## src/rtl/register_file_pkg.sv

```systemverilog
// Shared definitions for the general-purpose register bank.
// Holds default geometry, the debug counter width and the saturating increment helper.
// Imported by the register word and the bank top level.
package register_file_pkg;

  localparam int         DATA_W    = 16;
  localparam int         REG_COUNT = 8;
  localparam int         REG_AW    = 3;
  localparam logic [2:0] REG_ZERO  = 3'd0;

  localparam int         CNT_W     = 8;
  localparam logic [7:0] CNT_MAX   = 8'hFF;

  // Add one, holding at the maximum instead of wrapping back to zero.
  function automatic logic [CNT_W-1:0] sat_inc(input logic [CNT_W-1:0] v);
    return (v == CNT_MAX) ? v : v + 8'd1;
  endfunction

endpackage

```

## src/rtl/register_file_register_n.sv

```systemverilog
// One storage word of the register bank: load-enabled flop with async reset and sync clear.
// Latency: q reflects d one clock after load is sampled high.
// No handshake; load is a plain strobe and clr wins over load.
module register_n
  import register_file_pkg::*;
#(
  parameter int WIDTH = DATA_W
) (
  input  logic             clk,
  input  logic             reset,
  input  logic             load,
  input  logic             clr,
  input  logic [WIDTH-1:0] d,
  output logic [WIDTH-1:0] q
);

  logic [WIDTH-1:0] r_q;

  // Storage: reset and clear zero the word; otherwise load captures d, else hold.
  always_ff @(posedge clk or posedge reset) begin
    if (reset) begin
      r_q <= '0;
    end else if (clr) begin
      r_q <= '0;
    end else if (load) begin
      r_q <= d;
    end
  end

  assign q = r_q;

endmodule

```

## src/rtl/register_file.sv

```systemverilog
// Register bank: DEPTH x WIDTH words, two combinational read ports, one write port.
// Latency: writes land one clock after the strobe; reads are combinational (optional bypass).
// No backpressure: every write strobe is taken; clear overrides a coincident write.
module register_file
  import register_file_pkg::*;
#(
  parameter int WIDTH   = DATA_W,
  parameter int DEPTH   = REG_COUNT,
  parameter int AW      = $clog2(DEPTH),
  parameter bit ZERO_R0 = 1'b1,
  parameter bit BYPASS  = 1'b1
) (
  input  logic             clk,
  input  logic             reset,
  input  logic             wr_en,
  input  logic [AW-1:0]    wr_addr,
  input  logic [WIDTH-1:0] wr_data,
  input  logic             clear,
  input  logic [AW-1:0]    rd_addr_a,
  output logic [WIDTH-1:0] rd_data_a,
  input  logic [AW-1:0]    rd_addr_b,
  output logic [WIDTH-1:0] rd_data_b,
  output logic [CNT_W-1:0] wr_count
);

  logic [WIDTH-1:0] w_regs [DEPTH];
  logic             w_wr_to_zero;
  logic             w_wr_accept;
  logic [CNT_W-1:0] r_wr_count;

  // A write is accepted unless a clear overrides it or it targets the hardwired R0.
  assign w_wr_to_zero = ZERO_R0 && (wr_addr == '0);
  assign w_wr_accept  = wr_en && !clear && !w_wr_to_zero;

  // Storage words with the write decoder folded in: each word loads only on its own address.
  // The load term is gated by wr_en, so X on wr_data while idle never reaches a flop.
  generate
    for (genvar i = 0; i < DEPTH; i++) begin : g_word
      if (ZERO_R0 && (i == 0)) begin : g_zero
        assign w_regs[i] = '0;
      end else begin : g_reg
        logic w_load;
        assign w_load = w_wr_accept && (wr_addr == AW'(i));
        register_n #(
          .WIDTH (WIDTH)
        ) u_reg (
          .clk   (clk),
          .reset (reset),
          .load  (w_load),
          .clr   (clear),
          .d     (wr_data),
          .q     (w_regs[i])
        );
      end
    end
  endgenerate

  // Read port A: array select, then same-cycle bypass, then R0 override last so it always wins.
  always_comb begin
    rd_data_a = w_regs[rd_addr_a];
    if (BYPASS && w_wr_accept && (rd_addr_a == wr_addr)) begin
      rd_data_a = wr_data;
    end
    if (ZERO_R0 && (rd_addr_a == '0)) begin
      rd_data_a = '0;
    end
  end

  // Read port B: identical structure to port A.
  always_comb begin
    rd_data_b = w_regs[rd_addr_b];
    if (BYPASS && w_wr_accept && (rd_addr_b == wr_addr)) begin
      rd_data_b = wr_data;
    end
    if (ZERO_R0 && (rd_addr_b == '0)) begin
      rd_data_b = '0;
    end
  end

  // Debug write counter: counts accepted writes only, holds at 8'hFF, zeroed by reset or clear.
  always_ff @(posedge clk or posedge reset) begin
    if (reset) begin
      r_wr_count <= '0;
    end else if (clear) begin
      r_wr_count <= '0;
    end else if (w_wr_accept) begin
      r_wr_count <= sat_inc(r_wr_count);
    end
  end

  assign wr_count = r_wr_count;

endmodule
```

## config.mk

```make
export PLATFORM = sky130hd
export DESIGN_NAME = register_file
export DESIGN_NICKNAME = d
export VERILOG_FILES = /design/src/rtl/register_file_pkg.sv /design/src/rtl/register_file_register_n.sv /design/src/rtl/register_file.sv
export SDC_FILE = /design/constraint.sdc
export NUM_CORES = 1
export LEC_CHECK = 0
export ABC_AREA = 1
export BUFFER_PORTS_ARGS = -buffer_cell sky130_fd_sc_hd__buf_2
export CELL_PAD_IN_SITES_DETAIL_PLACEMENT = 1
export CELL_PAD_IN_SITES_GLOBAL_PLACEMENT = 2
export CORE_MARGIN = 8
export CORE_UTILIZATION = 29
export CTS_CLUSTER_DIAMETER = 60
export DETAILED_ROUTE_END_ITERATION = 7
export PLACE_DENSITY_LB_ADDON = 0.1
export SETUP_SLACK_MARGIN = 0.5
export SYNTH_ARGS = -nofsm -noshare
export SYNTH_HDL_FRONTEND = slang
export SYNTH_SLANG_ARGS = --single-unit
export TNS_END_PERCENT = 20
```

## constraint.sdc

```tcl
create_clock -name clk -period 4.51 [get_ports clk]
set_input_delay 1.353 -clock clk [delete_from_list [all_inputs] [get_ports clk]]
set_output_delay 1.353 -clock clk [all_outputs]
set_load 0.05 [all_outputs]
```

## After elaboration in Yosys (flattened, before gate mapping)

Index checks and enable logic that the tools add are counted.

| word-level totals | value |
|---|---|
| register bits after elaboration | 120 |
| latch bits | 0 |
| memory bits (writable) | 0 |
| bits in read-only memories | 0 |
| bits of input ports | 29 |
| output and inout bits | 40 |
| word-level logic and storage cells | 76 |
| memories kept | 0 |

| operators by class | value |
|---|---|
| $add $sub $neg | 1 |
| multipliers | 0 |
| divide/modulo/power cells | 0 |
| magnitude comparators | 2 |
| eq/ne operators | 11 |
| shift operators | 0 |
| muxes and demuxes | 27 |
| bitwise logic cells | 2 |
| reductions and logical operators | 25 |

Operators by type and width:

| cell | count |
|---|---|
| 16-bit two-way mux | 22 |
| 16-bit binary-select mux with 3-bit select | 2 |
| 8-bit two-way mux | 3 |
| 2-bit nonzero test | 8 |
| 3-bit equality test (second input constant) | 4 |
| 1-bit logical AND | 11 |
| 3-bit zero test | 3 |
| 8-bit by 1-bit adder with 8-bit output (second input constant) | 1 |
| 8-bit equality test (second input constant) | 1 |
| 4-bit >= comparator (second input constant) | 2 |
| 3-bit NOT with 4-bit output | 2 |
| 3-bit by 2-bit equality test with 1-bit output (second input constant) | 2 |
| 3-bit equality test | 2 |
| 3-bit by 1-bit equality test with 1-bit output (second input constant) | 1 |
| 1-bit zero test | 2 |
| 2-bit inequality test (second input constant) | 1 |
| 2-bit AND reduction | 1 |

## Logic depth before layout (Yosys ltp)

| depth | value |
|---|---|
| word-level depth | 6 |
| gate-level depth with buffers | 11 |
| depth with buffers taken out | 9 |

## By module

A second synthesis with hierarchy kept.

| unflattened totals | value |
|---|---|
| cell total of the unflattened synthesis | 1264 |
| area, all modules | 8205.4 sq um |

Modules (own cells, without submodules):

| module | instances | cells an instance | area each (sq um) | sequential area each (sq um) |
|---|---|---|---|---|
| register_n | 7 | 71 | 654.4 | 400.4 |
| register_file | 1 | 767 | 3624.7 | 200.2 |

## Least setup slack after synthesis

No wires, ideal clock.

| timing | value |
|---|---|
| kind | input to output |
| from | input port wr_addr[0] |
| to | output port rd_data_a[10] |
| arrival time | 2.524 ns |
| data required time | 3.157 ns |
| path slack | 0.633 ns |
| cell stages on the path | 10 |
| buffers on the path | 3 |
| cells stage by stage | buf_2 -> nor2_2 -> nand2_2 -> nand2_4 -> inv_2 -> buf_6 -> buf_6 -> nand4_1 -> nand2_1 -> inv_1 |

| on the way | value |
|---|---|
| word-level cells in the longest chain between the ends | 6 |
| elaborated cells between the ends (all ways) | 7 |
| classes of those cells | eq/ne (1); mux (2); reduce/logical (4) |

Ends and longest elaborated chain:

| element | line | RTL |
|---|---|---|
| start, declared | register_file.sv:16 | `input logic [AW-1:0] wr_addr,` |
| 3-bit zero test | register_file.sv:32 | `assign w_wr_to_zero = ZERO_R0 && (wr_addr == '0);` |
| 1-bit zero test | register_file.sv:33 | `assign w_wr_accept = wr_en && !clear && !w_wr_to_zero;` |
| 1-bit logical AND | register_file.sv:33 |  |
| 1-bit logical AND * | register_file.sv:61 | `if (BYPASS && w_wr_accept && (rd_addr_a == wr_addr)) begin` |
| 16-bit two-way mux * | register_file.sv:61 |  |
| 16-bit two-way mux * | register_file.sv:64 | `if (ZERO_R0 && (rd_addr_a == '0)) begin` |
| end, declared | register_file.sv:20 | `output logic [WIDTH-1:0] rd_data_a,` |

Mark *: on every way between the ends. The rest lies on a longest branch, timed or not.

## Final worst setup path

| timing | value |
|---|---|
| from | input port rd_addr_b[1] |
| to | output port rd_data_b[15] |

| on the way | value |
|---|---|
| word-level cells in the longest chain between the ends | 6 |
| elaborated cells between the ends (all ways) | 9 |
| classes of those cells | eq/ne (1); mux (5); bitwise (1); reduce/logical (2) |

Ends and longest elaborated chain:

| element | line | RTL |
|---|---|---|
| start, declared | register_file.sv:21 | `input logic [AW-1:0] rd_addr_b,` |
| 3-bit NOT with 4-bit output (not written as such) | register_file.sv:71 | `rd_data_b = w_regs[rd_addr_b];` |
| 16-bit binary-select mux with 3-bit select | register_file.sv:71 |  |
| 16-bit two-way mux (not written as such) (2 in a row) | register_file.sv:71 |  |
| 16-bit two-way mux | register_file.sv:72 | `if (BYPASS && w_wr_accept && (rd_addr_b == wr_addr)) begin` |
| 16-bit two-way mux * | register_file.sv:75 | `if (ZERO_R0 && (rd_addr_b == '0)) begin` |
| end, declared | register_file.sv:22 | `output logic [WIDTH-1:0] rd_data_b,` |

Mark *: on every way between the ends. The rest lies on a longest branch, timed or not. The select of a mux whose other input is x is not followed.

==> results.py <==
metrics = {
    "worst_setup_path": {
        "crit_fanout": 8,
        "cp.arrival_ns": 2.63,
        "cp_slowest_cell": "buf_12",
        "reg2regPathDepth": 6,
        "max_stage_delay_ns": 0.19,
        "r2r-start": "wr_count[0]$_DFFE_PP0P_",
        "r2r_end": "wr_count[4]$_DFFE_PP0P_",
        "path_cells": "buf_12 -> clkinvlp_4 -> buf_12 -> buf_12 -> nand2_1 -> nand2_1 -> nand2_1 -> nand2_1 -> nand2_1 -> nand2_2 -> inv_1 -> buf_6",
        "reg2reg_setup_slack_ns": 2.91,
        "end_kind": "output pin",
        "critPathKind": "in2out",
        "cp_common_cell": "nand2_1",
        "cp-start-kind": "primary input",
        "worstPathRequired_ns": 3.16,
    },
    "routing": {
        "drt-total-wl_um": 37400,
        "antenna_left": 0,
        "drc": 0,
        "drt-initial-drc-count": 695,
        "detail_route.vias_per_cell": 5.05,
        "drt_first_pass_iters": 7,
        "via_count": 8583,
        "avgRoutedWirePerCell_um": 22.0,
    },
    "timing": {
        "skew_ns": 0.00357,
        "max_slew.worst_pin.slew_ns": 0.943,
        "maxSlewHeadroom_pct": 37.1,
        "rsz0062_at_grt": "yes",
        "finalCritPeriodShare_pct": 88.3,
        "setup_tns_ns": 0,
        "max_freq_mhz": 251,
        "hold_violations": 0,
        "hold-worst-slack_ns": 0.500,
        "layout_min_cycle_time_ns": 3.98,
        "report.final.slew_viol_count": 0,
        "report.final.setup_viol": 0,
    },
    "floorplanning": {
        "start_util_pct": 29.6,
        "fp.coreArea_um2": 27000,
        "die_x_um": 182,
        "rows": 60,
        "ios": 69,
        "die_area_um2": 33100,
        "fp.dieH_um": 182,
    },
    "clock_network": {
        "cts_root_buf": "clkbuf_16",
        "cts_buffer_depth": 2,
        "cts.clk_slew.worst_paths_ns": 0.05,
        "insertion_delay_ns": 0.42,
        "htreeDepth": 4,
        "cts.sinks": 120,
        "cts_hold_buf": 0,
        "numCtsBuffers": 17,
        "cts_tree": "built",
    },
    "synthesis": {
        "synth_warnings": 0,
        "synth-seq-cells": 120,
        "synth_nets": 1319,
        "syn_area_um2": 8000,
        "synth_cells": 1289,
        "ys_types": 29,
        "seq_area_frac_synth_pct": 37.6,
        "syn_avg_cell_area_um2": 6.20,
    },
    "hold_path": {
        "hold_path_depth": 2,
        "worstHoldStart": "g_word[3].g_reg.u_reg.q[9]$_DFFE_PP0P_",
        "holdCritPathClass": "reg2reg",
        "hold_end": "g_word[3].g_reg.u_reg.q[9]$_DFFE_PP0P_",
    },
    "placement": {
        "place_hpwl_um": 22700,
        "gp_congestion": 0.820,
        "io_buffers": 68,
    },
    "grt": {
        "grt_pass1_wl_um": 56500,
        "grt_max_degree": 121,
        "grt-ovfl-total": 0,
        "grt_pass1_vias": 9160,
        "track_usage_pct": 22.5,
        "antenna_found_initial": 0,
    },
    "pwr": {
        "p_comb_share_pct": 25.4,
        "vdd_ir_drop_max_mv": 0.226,
        "switching_share_pct": 34.6,
        "power_mw": 3.65,
        "power.density_nw_per_um2": 365,
        "p_sw_mw": 1.26,
        "clkPwrFrac_pct": 40.9,
        "intPower_mw": 2.39,
        "seqPwrFrac_pct": 33.7,
        "leakage_nw": 5.24,
    },
    "cells_and_area": {
        "layout_common_cells": "nand2_1 (666), nand3_1 (133), dfrtp_1 (120), inv_1 (109), o21ai_0 (66)",
        "antennaDiodeCount": 0,
        "nFillCells": 3454,
        "drive_above_1_share_pct": 14.8,
        "fin_nets": 1377,
        "area_delta_synth_final_pct": 25.0,
        "layout_commonest_cell": "nand2_1",
        "finish.utilization_pct": 37.0,
    },
    "run": {
        "timing.max_cap.violations": 0,
    },
    "outcome": {
        "status": "finished, final reports clean",
    },
}
[cells in the mapped netlist, drive strengths merged]
| library cell | count | area share (%) |
|---|---|---|
| o211ai | 3 | 0.28 |
| nor3 | 1 | 0.063 |
| o21ai | 84 | 5.4 |
| a31oi | 1 | 0.078 |
| xor2 | 3 | 0.42 |
| dfrtp | 120 | 38 |
| nand2 | 688 | 33 |
| nand3 | 136 | 8.7 |
| buf | 64 | 4.5 |
| nor2 | 25 | 1.7 |
| ha | 1 | 0.16 |
| inv | 126 | 5.9 |
| xnor2 | 3 | 0.42 |
| clkbuf | 16 | 0.75 |
| nand4 | 18 | 1.4 |
[cell type report]
cell class | count | area (µm²) | area share [%]
timing repair buffer | 118 | 1250 | 12.5
clock inverter | 12 | 174 | 1.74
multi-input combinational | 964 | 4190 | 41.9
tap | 341 | 427 | 4.27
inverter | 126 | 505 | 5.06
sequential | 120 | 3000 | 30.0
clock buffer | 20 | 447 | 4.47
[registers in the layout, indices dropped and copies added, names as in the netlist]
register	count
wr_count	8
g_word.g_reg.u_reg.q	112
[kinds of logic (layout without fill, tap and decap cells)]
group	Yosys count	after routing	synth area share, %
buffers and inverters	206	276	11.2
AOI/OAI and AO/OA	88	88	5.81
adders and majority gates	1	1	0.156
DFF	120	120	37.6
xor gates and xnor gates	6	6	0.845
and+or+nand+nor	868	869	44.5
[per-stage QoR]
step / setup slack (ns) / area [µm²] / cells
global placement: 0.349 / 8700 / 1653
detailed placement: 0.355 / 8700 / 1653
finish: 0.529 / 10000 / 1701
CTS: 0.454 / 9490 / 1688
global route: 0.466 / 10000 / 1701
floorplan: 0.633 / 8000 / 1289
[per-layer routing]
layer / GRT usage (%) / up-vias / wire [µm]
met5: 0 / - / 0
met1: 29.5 / 4215 / 17300
met3: 3.99 / 55 / 1970
li1: - / 4081 / -
met4: 6.69 / 0 / 979
met2: 37.0 / 232 / 17200
[worst max-delay path by stage]
stage | from | endpoint | depth (start not counted)
2_1_floorplan | wr_addr[0] | rd_data_a[10] | 10
3_3_place_gp | wr_addr[1] | rd_data_a[2] | 10
3_5_place_dp | rd_addr_b[0] | rd_data_b[15] | 12
4_1_cts | wr_addr[2] | rd_data_b[15] | 10
5_1_grt | rd_addr_b[1] | rd_data_b[3] | 12
6_report | rd_addr_b[1] | rd_data_b[15] | 12
[power groups by stage]
stage	combinational [mW]	sequential, mW	clock, mW
3_5_place_dp	0.816	1.25	0
4_1_cts	0.855	1.23	1.52
6_report	0.927	1.23	1.49
2_1_floorplan	0.544	1.24	0
5_1_grt	1.01	1.24	1.56
3_3_place_gp	0.808	1.25	0
[critical path, delay by kind of cell]
kind	cells	cell delay [ns]
and+or+nand+nor	6	0.42
buffers and inverters	6	0.85
[repair_timing]
action | 4_1_cts | 5_1_grt
gates cloned | 2 | 6
pin swaps | 2 | 12
setup buffers | 1 | 7
setup endpoints to repair | 32 | 32
gates resized for setup | 39 | 96
No activity file was read; power rests on OpenSTA's default activity.
